[src/rtl/multicycle_main_fsm.sv]
// rtl/multicycle_main_fsm.sv - Moore main control FSM for the multicycle 32-bit datapath
module multicycle_main_fsm (
  input  logic       clk,
  input  logic       reset,
  input  logic [5:0] op,
  output logic       iord,
  output logic       alusrca,
  output logic [1:0] alusrcb,
  output logic [1:0] pcsrc,
  output logic       regdst,
  output logic       memtoreg,
  output logic [1:0] aluop,
  output logic       irwrite,
  output logic       pcwrite,
  output logic       branch,
  output logic       regwrite,
  output logic       memwrite,
  output logic [3:0] state
);

  typedef enum logic [3:0] {
    S_FETCH   = 4'd0,
    S_DECODE  = 4'd1,
    S_MEMADR  = 4'd2,
    S_MEMRD   = 4'd3,
    S_MEMWB   = 4'd4,
    S_MEMWR   = 4'd5,
    S_EXECUTE = 4'd6,
    S_ALUWB   = 4'd7,
    S_BEQEX   = 4'd8,
    S_ADDIEX  = 4'd9,
    S_ADDIWB  = 4'd10,
    S_JEX     = 4'd11
  } state_t;

  localparam logic [5:0] OP_LW    = 6'b100011;
  localparam logic [5:0] OP_SW    = 6'b101011;
  localparam logic [5:0] OP_RTYPE = 6'b000000;
  localparam logic [5:0] OP_BEQ   = 6'b000100;
  localparam logic [5:0] OP_ADDI  = 6'b001000;
  localparam logic [5:0] OP_J     = 6'b000010;

  state_t cur_state;
  state_t nxt_state;

  // State register; reset always returns to FETCH.
  always_ff @(posedge clk) begin
    if (reset) begin
      cur_state <= S_FETCH;
    end else begin
      cur_state <= nxt_state;
    end
  end

  // Next-state selection; op matters only in DECODE and MEMADR, unknown codes recover to FETCH.
  always_comb begin
    nxt_state = S_FETCH;
    case (cur_state)
      S_FETCH: nxt_state = S_DECODE;
      S_DECODE: begin
        case (op)
          OP_LW, OP_SW: nxt_state = S_MEMADR;
          OP_RTYPE:     nxt_state = S_EXECUTE;
          OP_BEQ:       nxt_state = S_BEQEX;
          OP_ADDI:      nxt_state = S_ADDIEX;
          OP_J:         nxt_state = S_JEX;
          default:      nxt_state = S_FETCH;
        endcase
      end
      S_MEMADR: begin
        case (op)
          OP_LW:   nxt_state = S_MEMRD;
          OP_SW:   nxt_state = S_MEMWR;
          default: nxt_state = S_FETCH;
        endcase
      end
      S_MEMRD:   nxt_state = S_MEMWB;
      S_EXECUTE: nxt_state = S_ALUWB;
      S_ADDIEX:  nxt_state = S_ADDIWB;
      default:   nxt_state = S_FETCH;
    endcase
  end

  // Moore output decode of the registered state; everything defaults to 0.
  always_comb begin
    iord     = 1'b0;
    alusrca  = 1'b0;
    alusrcb  = 2'b00;
    pcsrc    = 2'b00;
    regdst   = 1'b0;
    memtoreg = 1'b0;
    aluop    = 2'b00;
    irwrite  = 1'b0;
    pcwrite  = 1'b0;
    branch   = 1'b0;
    regwrite = 1'b0;
    memwrite = 1'b0;
    case (cur_state)
      S_FETCH: begin
        irwrite = 1'b1;
        pcwrite = 1'b1;
        alusrcb = 2'b01;
      end
      S_DECODE: begin
        alusrcb = 2'b11;
      end
      S_MEMADR: begin
        alusrca = 1'b1;
        alusrcb = 2'b10;
      end
      S_MEMRD: begin
        iord = 1'b1;
      end
      S_MEMWB: begin
        memtoreg = 1'b1;
        regwrite = 1'b1;
      end
      S_MEMWR: begin
        iord     = 1'b1;
        memwrite = 1'b1;
      end
      S_EXECUTE: begin
        alusrca = 1'b1;
        aluop   = 2'b10;
      end
      S_ALUWB: begin
        regdst   = 1'b1;
        regwrite = 1'b1;
      end
      S_BEQEX: begin
        alusrca = 1'b1;
        aluop   = 2'b01;
        pcsrc   = 2'b01;
        branch  = 1'b1;
      end
      S_ADDIEX: begin
        alusrca = 1'b1;
        alusrcb = 2'b10;
      end
      S_ADDIWB: begin
        regwrite = 1'b1;
      end
      S_JEX: begin
        pcsrc   = 2'b10;
        pcwrite = 1'b1;
      end
      default: begin
      end
    endcase
  end

  assign state = cur_state;

endmodule
[config.mk]
export PLATFORM = sky130hd
export DESIGN_NAME = multicycle_main_fsm
export DESIGN_NICKNAME = d
export VERILOG_FILES = /design/src/rtl/multicycle_main_fsm.sv
export SDC_FILE = /design/constraint.sdc
export NUM_CORES = 1
export LEC_CHECK = 0
export BUFFER_PORTS_ARGS = -buffer_cell sky130_fd_sc_hd__buf_2
export CORE_AREA = 3 3 40 42
export DETAILED_ROUTE_END_ITERATION = 16
export DIE_AREA = 0 0 43 45
export GPL_TIMING_DRIVEN = 0
export PLACE_DENSITY = 0.66
export SKIP_LAST_GASP = 1
export SLEW_MARGIN = 25
export SYNTH_ARGS = -nofsm -noshare
export SYNTH_HDL_FRONTEND = slang
export SYNTH_SLANG_ARGS = --single-unit
[constraint.sdc]
create_clock -name clk -period 1.48 [get_ports clk]
set_clock_uncertainty 0.1 [all_clocks]
set_input_delay 0.148 -clock clk [delete_from_list [all_inputs] [get_ports clk]]
set_output_delay 0.148 -clock clk [all_outputs]
set_load 0.01 [all_outputs]
==> results.sh <==
export IMPL_rsz0062_at_grt="yes"
export IMPL_synth_xor_xnor_area_share_pct=3.784
export IMPL_reg2reg_to="state[1]"
export IMPL_yosysSeqAreaShare_pct=17.30
export IMPL_grt_pass1_vias=494
export IMPL_yosys_area_share_simple_pct=42.97
export IMPL_num_rows=13
export IMPL_design_area_um2=865.8
export IMPL_place_area_um2=611.8
export IMPL_die_h_um=45
export IMPL_cp_max_fo=5
export IMPL_cp_start_kind="flop"
export IMPL_die_w_um=43
export IMPL_slew_limit_headroom_pct=80.48
export IMPL_ff2ff_path_depth=5
export IMPL_first_pass_iters=4
export IMPL_grt_max_degree=11
export IMPL_synth_top_family_by_area="simple AND/OR/NAND/NOR gates"
export IMPL_leakagePower_nw=0.3710
export IMPL_clk_pin_slew_ns=0.04
export IMPL_overflow=0
export IMPL_ys_ff_latch=4
export IMPL_drc=0
export IMPL_start_util_pct=36.03
export IMPL_hpwl_um=980.5
export IMPL_grt_use_total_pct=14.30
export IMPL_numPortBuffers=25
export IMPL_syn_avg_cell_area_um2=7.122
export IMPL_holdWs_ns=0.1770
export IMPL_drtAntennaViolNets=0
export IMPL_routedWlPerCell_um=13.69
export IMPL_end_kind="primary output"
export IMPL_final_common_cell="buf_2"
export IMPL_clockBufferDepth=2
export IMPL_clock_sinks=4
export IMPL_period_share_pct=101.3
export IMPL_min_from="op[1]"
export IMPL_irDropWorstVdd_uv=287.6
export IMPL_min_to="state[0]"
export IMPL_wl_mm=1.588
export IMPL_final_core_util_pct=67.38
export IMPL_hp_class="input port to flop"
export IMPL_muxShareOfSynthArea_pct=0
export IMPL_clk_latency_ns=0.24
export IMPL_yosysWarnings=0
export IMPL_synth_adder_area_share_pct=0
export IMPL_layout_common_cells="buf_2 (24), buf_6 (7), buf_4 (6)"
export IMPL_critical_path_class="flop to primary output"
export IMPL_final_hold_viol_count=0
export IMPL_tightest_slew_ns=0.2927
export IMPL_violations="negative setup slack"
export IMPL_cts_tree="built"
export IMPL_maxSlewViolCount=0
export IMPL_syn_area_um2=462.9
export IMPL_antenna_found_initial=0
export IMPL_status="finished, violations left"
export IMPL_drtIter0Drc=12
export IMPL_max_freq_mhz=666.8
export IMPL_synth_compound_area_share_pct=24.05
export IMPL_setup_ws_ns=-0.01961
export IMPL_period_needed_ns=1.500
export IMPL_grt_pass1_wl_mm=2.125
export IMPL_synth_cell_types=27
export IMPL_drv_cap=0
export IMPL_setup_viol=1
export IMPL_clockRootBuffer="clkbuf_4"
export IMPL_dr_total_vias=629
export IMPL_syn_nets=73
export IMPL_io_pin_count=27
export IMPL_drive_gt1_share_pct=67.33
export IMPL_place_congestion=0.7686
export IMPL_crit_required_ns=1.23
export IMPL_cts_buffers=3
export IMPL_layout_nets=111
export IMPL_synthCells=65
export IMPL_core_mm2=0.001285
export IMPL_reg2reg_slack_ns=0.03
export IMPL_largest_reg_flops=4
export IMPL_area_delta_synth_final_pct=87.03
export IMPL_viasPerCell=5.422
export IMPL_num_antenna_cells=0
export IMPL_rr_startpoint="state[0]"
export IMPL_crit_arrival_ns=1.25
export IMPL_htree_levels=1
export IMPL_dieArea_mm2=0.001935
export IMPL_p_per_area_mw_per_mm2=458.9
export IMPL_hold_depth=4
==> metrics by stage <==
step	TNS, ns	setup slack (ns)	cells	total power, mW
final	-0.01961	-0.01961	116	0.3973
after CTS	-0.01667	-0.01667	111	0.3733
after detailed placement	0	0.02881	105	0.2171
after global placement	0	0.01733	105	0.2153
after floorplan	0	0.001040	65	0.1812
after global routing	-0.3102	-0.06745	116	0.4208
==> layout make-up <==
cell class / count / area [um^2]
fill: 112 / 419.2
buffer: 8 / 78.83
multi-input combinational: 53 / 439.2
sequential: 4 / 87.58
timing repair buffer: 33 / 219.0
clock buffer: 3 / 22.52
tap: 15 / 18.77
==> worst max path at each step <==
stage | from | endpoint | slack, ns | cells past startpoint
after floorplan | state[3] | pcwrite | 0.001 | 3
after global placement | state[0] | state[1] | 0.02 | 5
after detailed placement | state[0] | state[1] | 0.03 | 5
after CTS | state[2] | pcwrite | -0.02 | 4
after global routing | state[1] | pcwrite | -0.07 | 4
final | state[1] | pcwrite | -0.02 | 4
==> worst max-delay path: stages (launching register included) <==
cell	delay [ns]
dfxtp_4	0.36
buf_8	0.14
nor4_4	0.27
or2_1	0.13
buf_2	0.12
==> metal layers <==
layer / vias up / share of wire, % / GRT usage [%]
met5: - / 0 / 0
met1: 284 / 38 / 17.99
met2: 35 / 51 / 24.25
met3: 5 / 9.4 / 1.594
li1: 305 / - / -
met4: 0 / 2.0 / 7.229
==> synthesized netlist by cell type, drive strengths merged <==
master | count | area (um^2)
a21o | 2 | 15.01
a21oi | 7 | 38.79
a31oi | 1 | 12.51
buf | 6 | 47.54
clkbuf | 2 | 7.510
dfxtp | 4 | 80.08
nand2 | 4 | 15.01
nand2b | 7 | 43.79
nand3 | 2 | 10.01
nand4 | 1 | 6.260
nor2 | 8 | 32.54
nor3 | 4 | 20.02
nor4 | 4 | 40.04
o211ai | 1 | 7.510
o21a | 1 | 7.510
o21ai | 2 | 10.01
o22ai | 2 | 12.51
o31ai | 1 | 7.510
or2 | 2 | 12.51
or4 | 2 | 18.77
xor2 | 2 | 17.52
==> repair_timing <==
| action | 4_1_cts | 5_1_grt |
|---|---|---|
| endpoints found under the setup margin | 14 | 11 |
| setup buffers | 2 | 3 |
| hold buffers | 1 | 0 |
| resized for setup | 13 | 24 |
| endpoints found under the hold margin | 1 | 0 |
| cloned | 0 | 2 |
| pin swaps | 2 | 5 |
==> cells by family after synthesis <==
family	after synthesis
buffers and inverters	8
AND/OR/NAND/NOR	34
AO/OA/AOI/OAI	17
flip-flops	4
XOR/XNOR	2
==> where the power goes <==
group | total, mW | switching (mW) | leakage (nW) | internal, mW
sequential | 0.114 | 0.00332 | 0.0346 | 0.111
combinational | 0.143 | 0.0728 | 0.323 | 0.0706
clock | 0.140 | 0.0489 | 0.0138 | 0.0910
total | 0.397 | 0.125 | 0.371 | 0.272
Note: power is estimated with default switching activity, not from simulation.
